==> src/rtl/edu_pkg.sv <==
`default_nettype none
// ============================================================================
// Module   : edu_pkg
// Brief    : Flit layout, FSM encodings and Hamming helpers for the EDU stage.
// Revision : 1.0
// ============================================================================
package edu_pkg;

    typedef struct packed {
        logic [6:0] data;
        logic [3:0] addr;
    } flit_t;

    localparam logic [0:0] c_IN_IDLE  = 1'b0;
    localparam logic [0:0] c_IN_ACK   = 1'b1;

    typedef enum logic [0:0] {
        IN_IDLE = c_IN_IDLE,
        IN_ACK  = c_IN_ACK
    } in_state_t;

    localparam logic [1:0] c_OUT_IDLE = 2'd0;
    localparam logic [1:0] c_OUT_REQ  = 2'd1;
    localparam logic [1:0] c_OUT_RTZ  = 2'd2;

    typedef enum logic [1:0] {
        OUT_IDLE = c_OUT_IDLE,
        OUT_REQ  = c_OUT_REQ,
        OUT_RTZ  = c_OUT_RTZ
    } out_state_t;

    function automatic logic [2:0] hamming_syndrome(input logic [6:0] data);
        logic p1, p2, p4;
        p1 = data[0] ^ data[2] ^ data[4] ^ data[6];
        p2 = data[1] ^ data[2] ^ data[5] ^ data[6];
        p4 = data[3] ^ data[4] ^ data[5] ^ data[6];
        return {p4, p2, p1};
    endfunction

    // Syndrome value s points at data bit s-1; zero means no flip.
    function automatic logic [6:0] hamming_correct(input logic [6:0] data, input logic [2:0] s);
        logic [6:0] mask;
        mask = '0;
        if (s != 3'd0) mask[s - 3'd1] = 1'b1;
        return data ^ mask;
    endfunction

endpackage
`default_nettype wire

==> src/rtl/edu_fifo.sv <==
`default_nettype none
// ============================================================================
// Module   : edu_fifo
// Brief    : Synchronous FIFO; a pop in the same cycle frees room for a push.
// Revision : 1.0
// ============================================================================
module edu_fifo #(
    parameter int DEPTH = 2,
    parameter int WIDTH = 11
) (
    input  logic             clk,
    input  logic             rst,
    input  logic             i_push,
    input  logic             i_pop,
    input  logic [WIDTH-1:0] i_data,
    output logic             o_full,
    output logic             o_empty,
    output logic [WIDTH-1:0] o_head
);

    localparam int c_PTR_W = $clog2(DEPTH);

    logic [WIDTH-1:0]   r_mem [DEPTH];
    logic [c_PTR_W-1:0] r_wr_ptr;
    logic [c_PTR_W-1:0] r_rd_ptr;
    logic [c_PTR_W:0]   r_count;
    logic               w_push_ok;
    logic               w_pop_ok;

    assign o_full    = (r_count == (c_PTR_W+1)'(DEPTH));
    assign o_empty   = (r_count == '0);
    assign o_head    = r_mem[r_rd_ptr];
    assign w_pop_ok  = i_pop && !o_empty;
    assign w_push_ok = i_push && (!o_full || w_pop_ok);

    always_ff @(posedge clk) begin
        if (w_push_ok) r_mem[r_wr_ptr] <= i_data;
    end

    always_ff @(posedge clk) begin
        if (rst) begin
            r_wr_ptr <= '0;
            r_rd_ptr <= '0;
            r_count  <= '0;
        end else begin
            if (w_push_ok) r_wr_ptr <= r_wr_ptr + c_PTR_W'(1);
            if (w_pop_ok)  r_rd_ptr <= r_rd_ptr + c_PTR_W'(1);
            unique case ({w_push_ok, w_pop_ok})
                2'b10:   r_count <= r_count + (c_PTR_W+1)'(1);
                2'b01:   r_count <= r_count - (c_PTR_W+1)'(1);
                default: r_count <= r_count;
            endcase
        end
    end

endmodule
`default_nettype wire

==> src/rtl/edu_hamming_stage.sv <==
`default_nettype none
// ============================================================================
// Module   : edu_hamming_stage
// Brief    : 4-phase in/out EDU: Hamming-correct, buffer and re-emit flits.
// Revision : 1.0
// ============================================================================
module edu_hamming_stage
    import edu_pkg::*;
#(
    parameter int WIDTH       = 11,
    parameter int DEPTH       = 2,
    parameter int SYNC_STAGES = 2,
    parameter int ECC_EN      = 1,
    parameter int CNT_W       = 16
) (
    input  logic             CLK,
    input  logic             RESET,
    input  logic             in_req,
    output logic             in_ack,
    input  logic [WIDTH-1:0] in_data,
    output logic             out_req,
    input  logic             out_ack,
    output logic [WIDTH-1:0] out_data,
    output logic             err_valid,
    output logic [2:0]       err_syndrome,
    output logic [CNT_W-1:0] corr_count
);

    logic [SYNC_STAGES-1:0] r_req_sync;
    logic [SYNC_STAGES-1:0] r_ack_sync;
    logic                   w_req_s;
    logic                   w_ack_s;

    in_state_t  r_in_state,  w_in_state_next;
    out_state_t r_out_state, w_out_state_next;

    flit_t            w_in_flit;
    flit_t            w_push_flit;
    logic [2:0]       w_syn;
    logic [6:0]       w_fix_data;
    logic             w_push, w_pop, w_load, w_err, w_out_req_next;
    logic             w_fifo_full, w_fifo_empty;
    logic [WIDTH-1:0] w_fifo_head;

    logic             r_armed;
    logic             r_out_req;
    logic [WIDTH-1:0] r_out_data;
    logic             r_err_valid;
    logic [2:0]       r_err_syndrome;
    logic [CNT_W-1:0] r_corr_count;

    // Request sync resets high so a request still asserted across reset is
    // seen as busy until it has actually been observed low.
    generate
        if (SYNC_STAGES == 1) begin : g_sync_single
            always_ff @(posedge CLK) begin
                if (RESET) begin
                    r_req_sync <= '1;
                    r_ack_sync <= '0;
                end else begin
                    r_req_sync <= in_req;
                    r_ack_sync <= out_ack;
                end
            end
        end else begin : g_sync_chain
            always_ff @(posedge CLK) begin
                if (RESET) begin
                    r_req_sync <= '1;
                    r_ack_sync <= '0;
                end else begin
                    r_req_sync <= {r_req_sync[SYNC_STAGES-2:0], in_req};
                    r_ack_sync <= {r_ack_sync[SYNC_STAGES-2:0], out_ack};
                end
            end
        end
    endgenerate

    assign w_req_s = r_req_sync[SYNC_STAGES-1];
    assign w_ack_s = r_ack_sync[SYNC_STAGES-1];

    assign w_in_flit   = in_data;
    assign w_syn       = hamming_syndrome(w_in_flit.data);
    assign w_fix_data  = (ECC_EN != 0) ? hamming_correct(w_in_flit.data, w_syn) : w_in_flit.data;
    assign w_push_flit = '{data: w_fix_data, addr: w_in_flit.addr};

    edu_fifo #(
        .DEPTH (DEPTH),
        .WIDTH (WIDTH)
    ) u_fifo (
        .clk     (CLK),
        .rst     (RESET),
        .i_push  (w_push),
        .i_pop   (w_pop),
        .i_data  (w_push_flit),
        .o_full  (w_fifo_full),
        .o_empty (w_fifo_empty),
        .o_head  (w_fifo_head)
    );

    always_ff @(posedge CLK) begin
        if (RESET) begin
            r_in_state  <= IN_IDLE;
            r_out_state <= OUT_IDLE;
        end else begin
            r_in_state  <= w_in_state_next;
            r_out_state <= w_out_state_next;
        end
    end

    always_comb begin
        w_in_state_next = r_in_state;
        unique case (r_in_state)
            IN_IDLE: if (w_push)   w_in_state_next = IN_ACK;
            IN_ACK:  if (!w_req_s) w_in_state_next = IN_IDLE;
            default:               w_in_state_next = IN_IDLE;
        endcase
    end

    always_comb begin
        w_out_state_next = r_out_state;
        unique case (r_out_state)
            OUT_IDLE: if (!w_fifo_empty) w_out_state_next = OUT_REQ;
            OUT_REQ:  if (w_ack_s)       w_out_state_next = OUT_RTZ;
            OUT_RTZ:  if (!w_ack_s)      w_out_state_next = OUT_IDLE;
            default:                     w_out_state_next = OUT_IDLE;
        endcase
    end

    // A pop in the same cycle lets a waiting push land on a full FIFO.
    always_comb begin
        w_load         = (r_out_state == OUT_IDLE) && !w_fifo_empty;
        w_pop          = (r_out_state == OUT_REQ) && w_ack_s;
        w_out_req_next = (r_out_state == OUT_REQ) && !w_ack_s;
        w_push         = (r_in_state == IN_IDLE) && w_req_s && r_armed && (!w_fifo_full || w_pop);
        w_err          = w_push && (w_syn != 3'd0);
        in_ack         = (r_in_state == IN_ACK);
    end

    always_ff @(posedge CLK) begin
        if (RESET) begin
            r_armed        <= 1'b0;
            r_out_req      <= 1'b0;
            r_out_data     <= '0;
            r_err_valid    <= 1'b0;
            r_err_syndrome <= '0;
            r_corr_count   <= '0;
        end else begin
            if (w_push)        r_armed <= 1'b0;
            else if (!w_req_s) r_armed <= 1'b1;
            if (w_load) r_out_data <= w_fifo_head;
            r_out_req   <= w_out_req_next;
            r_err_valid <= w_err;
            if (w_err) r_err_syndrome <= w_syn;
            if (w_err && (r_corr_count != {CNT_W{1'b1}}))
                r_corr_count <= r_corr_count + CNT_W'(1);
        end
    end

    assign out_req      = r_out_req;
    assign out_data     = r_out_data;
    assign err_valid    = r_err_valid;
    assign err_syndrome = r_err_syndrome;
    assign corr_count   = r_corr_count;

endmodule
`default_nettype wire

==> config.mk <==
export PLATFORM = sky130hd
export DESIGN_NAME = edu_hamming_stage
export DESIGN_NICKNAME = d
export VERILOG_FILES = /design/src/rtl/edu_pkg.sv /design/src/rtl/edu_fifo.sv /design/src/rtl/edu_hamming_stage.sv
export SDC_FILE = /design/constraint.sdc
export NUM_CORES = 1
export LEC_CHECK = 0
export CORE_MARGIN = 5
export CORE_UTILIZATION = 29
export DETAILED_ROUTE_END_ITERATION = 10
export PLACE_DENSITY_LB_ADDON = 0.08
export REMOVE_ABC_BUFFERS = 1
export SLEW_MARGIN = 10
export SYNTH_ARGS = -nofsm -noshare
export SYNTH_HDL_FRONTEND = slang
export SYNTH_HIERARCHICAL = 1
export SYNTH_SLANG_ARGS = --single-unit
==> constraint.sdc <==
create_clock -name CLK -period 3.9 [get_ports CLK]
set_input_delay 1.17 -clock CLK [delete_from_list [all_inputs] [get_ports CLK]]
set_output_delay 1.17 -clock CLK [all_outputs]
set_load 0.02 [all_outputs]
# Yosys cells after proc, flatten, opt, wreduce, memory -nomap -nowiden

Memories as Yosys holds them, arrays and structs flattened. A register that Yosys moved wholly into a read port is not among the register bits.
Index checks and enable logic that the tools add are counted.

Register bits after elaboration: 33
Memories kept: 1
Memory bits (writable): 22
Output and inout port bits: 33
Logic and storage cells: 76

Reductions and logical operators: 22
Bitwise operators: 11
Magnitude comparators: 2
Eq/ne operators: 9
$add $sub $neg: 6
Muxes and demuxes: 13

Memories:

| memory       | words | bits a word | rd ports | clocked after memory_dff | wr ports | line           | RTL |
|---|---|---|---|---|---|---|---|
| u_fifo.r_mem | 2     | 11          | 1        | 1                        | 1        | edu_fifo.sv:23 | `logic [WIDTH-1:0] r_mem [DEPTH];` |

Operators with widths:

| operator                                                          | number |
|---|---|
| adder 16 x 1 -> 16 bit, second input constant                     | 1 |
| inequality test 16 bit, second input constant                     | 1 |
| logical AND 1 bit                                                 | 11 |
| XOR 1 bit                                                         | 9 |
| 2-to-1 mux 7 bit                                                  | 1 |
| XOR 7 bit                                                         | 1 |
| == test 2 bit, second input constant                              | 3 |
| 2-to-1 mux 2 bit                                                  | 3 |
| inequality test 2 bit, second input constant                      | 3 |
| case mux 2 bit (3 select lines)                                   | 1 |
| 2-to-1 mux 1 bit                                                  | 5 |
| == test 2 x 1 -> 1 bit, second input constant                     | 2 |
| logical NOT 2 bit                                                 | 2 |
| < comparator 3 x 4 -> 1 bit, second input constant                | 1 |
| case mux 2 bit (2 select lines)                                   | 1 |
| demux 1 bit (select 3 bit)                                        | 1 |
| greater-or-equal comparator 3 x 1 -> 1 bit, second input constant | 1 |
| logical NOT 1 bit                                                 | 3 |
| AND reduction 3 bit                                               | 1 |
| nonzero test 3 bit                                                | 1 |
| subtractor 3 x 1 -> 3 bit, second input constant                  | 1 |
| adder 1 bit, second input constant                                | 2 |
| adder 2 x 1 -> 2 bit, second input constant                       | 1 |
| logical OR 1 bit                                                  | 2 |
| 5 further kinds                                                   | 5 |

# Longest topological paths before layout

Depth after elaboration: 10
Mapped depth: 9
Mapped depth without buffers: 8

# Modules after synthesis

Netlist, hierarchy kept.

By module, submodules not included:

| module            | cells each | area each (um^2) | times used |
|---|---|---|---|
| edu_hamming_stage | 221        | 1900.6           | 1 |
| edu_fifo          | 64         | 1036.0           | 1 |

# Worst setup path before layout

No wires, ideal clock.

Path type: in2reg
From: input in_data[5]
To: register r_corr_count[6], in the netlist corr_count[6]
Slack: 0.427 ns
Library setup time: 0.121 ns
Stages: 9
Arrival time: 3.352 ns
Data required time: 3.779 ns
Path through: xor2_1 > xnor2_1 > nor2_1 > ha_1 > nor4bb_1 > o21ai_0 > clkbuf_1 > nor4_1 > mux2_2

Longest elaborated chain between the ends: 6

RTL lines:

| element                 | line                     | RTL |
|---|---|---|
| from (decl)             | edu_hamming_stage.sv:20  | `input logic [WIDTH-1:0] in_data,` |
| XOR 1 bit (3 in series) | edu_pkg.sv:35            | `p2 = data[1] ^ data[2] ^ data[5] ^ data[6];` |
| nonzero test 3 bit      | edu_hamming_stage.sv:135 | `w_err = w_push && (w_syn != 3'd0);` |
| logical AND 1 bit       | edu_hamming_stage.sv:135 |  |
| logical AND 1 bit       | edu_hamming_stage.sv:154 | `if (w_err && (r_corr_count != {CNT_W{1'b1}}))` |
| to (signal assigned)    | edu_hamming_stage.sv:155 | `r_corr_count <= r_corr_count + CNT_W'(1);` |
| to (decl)               | edu_hamming_stage.sv:50  | `logic [CNT_W-1:0] r_corr_count;` |

No other way between the ends.
A chain may end at the register's enable or synchronous reset.

# Final worst setup path

From: input in_data[6]
To: register r_corr_count[4], in the netlist corr_count[4]

Longest elaborated chain between the ends: 6
Elaborated cells on any way between the ends: 9

RTL lines:

| element                                    | line |
|---|---|
| XOR 1 bit (on tied branches) (3 in series) | edu_pkg.sv:34, edu_pkg.sv:35 |
| nonzero test 3 bit *                       | edu_hamming_stage.sv:135 |
| logical AND 1 bit *                        | edu_hamming_stage.sv:135 |
| logical AND 1 bit *                        | edu_hamming_stage.sv:154 |

Every way passes the cells marked *; elsewhere a longest branch is shown, timed or not.

==> impl_metrics.xml <==
<?xml version="1.0" encoding="UTF-8"?>
<metrics>
  <group name="clock_network">
    <metric name="post_cts.resized_instances" unit="">0</metric>
    <metric name="clk_pin_slew" unit="ns">0.08</metric>
    <metric name="max-clock-path-buffers" unit="">2</metric>
    <metric name="cts-hold-fix-buffers" unit="">0</metric>
    <metric name="htree_levels" unit="">3</metric>
    <metric name="clock_tree_from_tritoncts" unit="">yes</metric>
    <metric name="clock_sink_count" unit="">67</metric>
    <metric name="clk-insertion-delay-late" unit="ns">0.34</metric>
    <metric name="postCtsSetupBuffers" unit="">0</metric>
    <metric name="cts_inserted_buffers" unit="">9</metric>
    <metric name="cts.root.buffer_cell" unit="">sky130_fd_sc_hd__clkbuf_8</metric>
  </group>
  <group name="cells_and_area">
    <metric name="fillerInstances" unit="">1034</metric>
    <metric name="final_cells" unit="">488</metric>
    <metric name="multi_input_comb_area" unit="mm²">0.00131</metric>
    <metric name="layout-drive-gt1-share" unit="%">17.5</metric>
    <metric name="antenna_cells" unit="">0</metric>
    <metric name="fin_util" unit="%">39.5</metric>
    <metric name="layout-area-overhead-vs-synth" unit="%">32.1</metric>
    <metric name="nNetsFinal" unit="">367</metric>
    <metric name="finish.instance_area" unit="mm²">0.00388</metric>
    <metric name="register_area" unit="mm²">0.00156</metric>
  </group>
  <group name="sta">
    <metric name="endpoints_failing_hold" unit="">0</metric>
    <metric name="rsz0062_at_grt" unit="">false</metric>
    <metric name="setup_total_negative_slack" unit="ns">0</metric>
    <metric name="slew-limit-headroom" unit="%">46.6</metric>
    <metric name="timing.final.max_slew_violations" unit="">0</metric>
    <metric name="final.setup.worst_slack" unit="ns">0.327</metric>
    <metric name="max_slew.worst_pin.slew" unit="ns">0.801</metric>
    <metric name="final-setup-viol-count" unit="">0</metric>
    <metric name="final.min_clock_period" unit="ns">3.57</metric>
    <metric name="post-route-period-util" unit="%">91.6</metric>
    <metric name="clock-skew-final" unit="ns">0.0144</metric>
    <metric name="timing.fmax" unit="MHz">280</metric>
  </group>
  <group name="setup_path">
    <metric name="path_cells" unit="">clkdlybuf4s50_1 -&gt; xnor2_1 -&gt; xor2_1 -&gt; nor2_1 -&gt; ha_1 -&gt; nor4bb_1 -&gt; o21ai_0 -&gt; buf_4 -&gt; nor4b_1 -&gt; mux2_2</metric>
    <metric name="path_buf_inv" unit="">2</metric>
    <metric name="timing.critical_path.arrival" unit="ns">3.81</metric>
    <metric name="critical-path-max-stage-delay" unit="ns">0.48</metric>
    <metric name="worst-endpoint-required" unit="ns">4.13</metric>
    <metric name="timing.setup.critical_path_class" unit="">input pin to register</metric>
    <metric name="timing.critical_path.to_type" unit="">register</metric>
    <metric name="largest_delay_share_family_worst_path" unit="">simple AND/OR/NAND/NOR gates</metric>
    <metric name="worst_setup_path_startpoint" unit="">in_data[6]</metric>
    <metric name="setup.worst_path.start_class" unit="">input pin</metric>
    <metric name="critical-path-slowest-cell" unit="">sky130_fd_sc_hd__clkdlybuf4s50_1</metric>
    <metric name="worstPathMaxFanout" unit="">8</metric>
    <metric name="regToRegStartpoint" unit="">corr_count[4]</metric>
  </group>
  <group name="global_routing">
    <metric name="grt_antenna_before_repair" unit="">0</metric>
    <metric name="via_count_of_the_first_global_routing_pass" unit="">2252</metric>
    <metric name="global_route_wire_length_before_repair" unit="µm">11200</metric>
    <metric name="grt_use_total" unit="%">11.2</metric>
    <metric name="grt_max_degree" unit="">44</metric>
    <metric name="globalRouteOverflowTotal" unit="">0</metric>
  </group>
  <group name="drt">
    <metric name="drc" unit="">0</metric>
    <metric name="firstDrtPassIters" unit="">4</metric>
    <metric name="via_to_cell_ratio" unit="">4.67</metric>
    <metric name="num_vias" unit="">2278</metric>
    <metric name="detail_route.iter0.violations" unit="">56</metric>
    <metric name="routedLengthMet1" unit="µm">3380</metric>
    <metric name="ant_nets" unit="">0</metric>
    <metric name="route.top_layer_used" unit="">met4</metric>
    <metric name="detailroute.wirelength.met2" unit="µm">3140</metric>
    <metric name="wl_met3" unit="µm">256</metric>
    <metric name="routed_wire_length_per_instance" unit="µm">14.1</metric>
    <metric name="detail_route.wirelength" unit="µm">6870</metric>
  </group>
  <group name="yosys">
    <metric name="mappedNetlistArea" unit="mm²">0.00294</metric>
    <metric name="synth.top_cell.area_share" unit="%">30.7</metric>
    <metric name="synth_enable_flop_cells" unit="">22</metric>
    <metric name="postSynthAreaPerCell" unit="µm²">10.3</metric>
    <metric name="top_area_cells_in_the_synthesized_netlist" unit="">sky130_fd_sc_hd__dfxtp_1 (31%), sky130_fd_sc_hd__edfxtp_1 (22%), sky130_fd_sc_hd__mux2_2 (7.3%), sky130_fd_sc_hd__xnor2_1 (3.9%), sky130_fd_sc_hd__a21oi_1 (3.7%)</metric>
    <metric name="synth_seq_area_share" unit="%">53.2</metric>
    <metric name="yosysUniqueCellTypes" unit="">43</metric>
    <metric name="synth_largest_area_cell" unit="">sky130_fd_sc_hd__dfxtp_1</metric>
    <metric name="synthMostInstantiatedCell" unit="">sky130_fd_sc_hd__dfxtp_1</metric>
    <metric name="ys_top_cells_by_count" unit="">sky130_fd_sc_hd__dfxtp_1 (45), sky130_fd_sc_hd__nand2_1 (28), sky130_fd_sc_hd__nor2_1 (25), sky130_fd_sc_hd__a21oi_1 (22), sky130_fd_sc_hd__edfxtp_1 (22)</metric>
    <metric name="yosysWarnings" unit="">6</metric>
    <metric name="syn_inst" unit="">285</metric>
    <metric name="ys_ff_latch" unit="">67</metric>
    <metric name="asyncSetResetFlopFracSynth" unit="%">0</metric>
    <metric name="dominantRegCellSynth" unit="">sky130_fd_sc_hd__dfxtp_1</metric>
  </group>
  <group name="floorplanning">
    <metric name="io-pin-count" unit="">48</metric>
    <metric name="initial_core_util" unit="%">29.9</metric>
    <metric name="die-area" unit="mm²">0.0122</metric>
    <metric name="area_of_the_core" unit="mm²">0.00982</metric>
    <metric name="die_height" unit="µm">111</metric>
    <metric name="rows" unit="">36</metric>
    <metric name="die_w" unit="µm">111</metric>
  </group>
  <group name="placed_design">
    <metric name="postPlaceCellArea" unit="mm²">0.00366</metric>
    <metric name="hpwl" unit="µm">4630</metric>
    <metric name="dp_slack" unit="ns">-0.0328</metric>
    <metric name="gp_congestion" unit="">0.724</metric>
    <metric name="io_buffer_count" unit="">47</metric>
    <metric name="post-place-cells" unit="">472</metric>
  </group>
  <group name="power">
    <metric name="power_density" unit="mW/mm²">411</metric>
    <metric name="p_leak" unit="µW">0.00132</metric>
    <metric name="vdd_ir_drop_max" unit="V">0.000187</metric>
  </group>
  <group name="run">
    <metric name="cap_violations" unit="">0</metric>
  </group>
  <group name="outcome">
    <metric name="result_of_the_run" unit="">finished clean</metric>
  </group>
  <group name="hold_path">
    <metric name="hold_path_class" unit="">register to register</metric>
    <metric name="timing.hold.worst.start" unit="">r_req_sync[0]</metric>
  </group>
</metrics>
==> report_power, final <==
part | leakage (µW) | internal, µW | switching (µW)
clock | 0.000112 | 339 | 292
sequential | 0.000564 | 750 | 11.5
combinational | 0.000649 | 97.2 | 104
total | 0.00132 | 1190 | 408
==> area by class of cell <==
cell class / instances / share of cell area, %
multi-input combinational: 201 / 33.8
tap: 133 / 4.29
sequential: 67 / 40.2
clock buffer: 10 / 3.84
inverter: 6 / 0.580
clock inverter: 6 / 1.81
timing repair buffer: 65 / 15.5
==> cell families (layout without fill, tap and decap cells) <==
logic type / count (synthesis) / count (layout) / synth area share, %
muxes: 21 / 21 / 8.14
and+or+nand+nor: 118 / 118 / 21.7
xor gates and xnor gates: 19 / 19 / 5.67
buffers and inverters: 17 / 87 / 2.22
AOI/OAI and AO/OA: 41 / 41 / 8.27
DFF: 67 / 67 / 53.2
adders and majority gates: 2 / 2 / 0.852
==> sequential cells by signal, summed over array words and instances (netlist names), 2 cells and up, named ones only <==
name	flops
out_data	11
err_syndrome	3
r_req_sync	2
r_ack_sync	2
u_fifo/r_count	2
r_out_state	2
corr_count	16
u_fifo/r_mem	22
==> path summary, 6_finish.rpt <==
| check | end | slack (ns) | cells past startpoint |
|---|---|---|---|
| setup / recovery | corr_count[4] | 0.33 | 10 |
| setup reg to reg | corr_count[15] | 1.92 | 4 |
| hold reg to reg | r_req_sync[1] | 0.42 | 1 |
| hold / removal | r_req_sync[1] | 0.42 | 1 |
==> cells in the final DEF, fill, tap and decap left out, types with 2 or more instances in the layout <==
| cell type | Yosys | routed |
|---|---|---|
| sky130_fd_sc_hd__clkdlybuf4s50_1 | 0 | 46 |
| sky130_fd_sc_hd__dfxtp_1 | 45 | 45 |
| sky130_fd_sc_hd__nand2_1 | 28 | 28 |
| sky130_fd_sc_hd__nor2_1 | 25 | 25 |
| sky130_fd_sc_hd__a21oi_1 | 22 | 22 |
| sky130_fd_sc_hd__edfxtp_1 | 22 | 22 |
| sky130_fd_sc_hd__mux2_2 | 19 | 19 |
| sky130_fd_sc_hd__buf_4 | 0 | 18 |
| sky130_fd_sc_hd__xnor2_1 | 13 | 13 |
| sky130_fd_sc_hd__nor2b_1 | 12 | 12 |
| sky130_fd_sc_hd__clkbuf_8 | 0 | 9 |
| sky130_fd_sc_hd__nand3_1 | 8 | 8 |
| sky130_fd_sc_hd__nor4_1 | 8 | 8 |
| sky130_fd_sc_hd__xor2_1 | 6 | 6 |
| sky130_fd_sc_hd__inv_1 | 6 | 6 |
| sky130_fd_sc_hd__o31ai_1 | 6 | 6 |
| sky130_fd_sc_hd__o21ai_0 | 5 | 5 |
| sky130_fd_sc_hd__nor3_1 | 5 | 5 |
| sky130_fd_sc_hd__nor3b_1 | 4 | 4 |
| sky130_fd_sc_hd__nand4_1 | 4 | 4 |
| sky130_fd_sc_hd__or3_1 | 4 | 4 |
| sky130_fd_sc_hd__or4_1 | 4 | 4 |
| sky130_fd_sc_hd__nand3b_1 | 3 | 3 |
| sky130_fd_sc_hd__clkinv_4 | 0 | 3 |
| sky130_fd_sc_hd__nor4b_1 | 2 | 2 |
| sky130_fd_sc_hd__or2_2 | 2 | 2 |
| sky130_fd_sc_hd__a211oi_1 | 2 | 2 |
| sky130_fd_sc_hd__ha_1 | 2 | 2 |
==> through the flow <==
stage / hold WS, ns / total power [µW]
2_1_floorplan: 0.389 / 886
3_3_place_gp: 0.401 / 980
3_5_place_dp: 0.400 / 982
4_1_cts: 0.421 / 1620
5_1_grt: 0.433 / 1670
6_report: 0.417 / 1590
==> per-layer routing <==
metal	up-vias	track usage (%)
met3	8	3.39
met5	-	0
li1	1149	-
met1	1076	14.4
met4	0	3.94
met2	45	17.8
(Power assumes the default switching activity.)
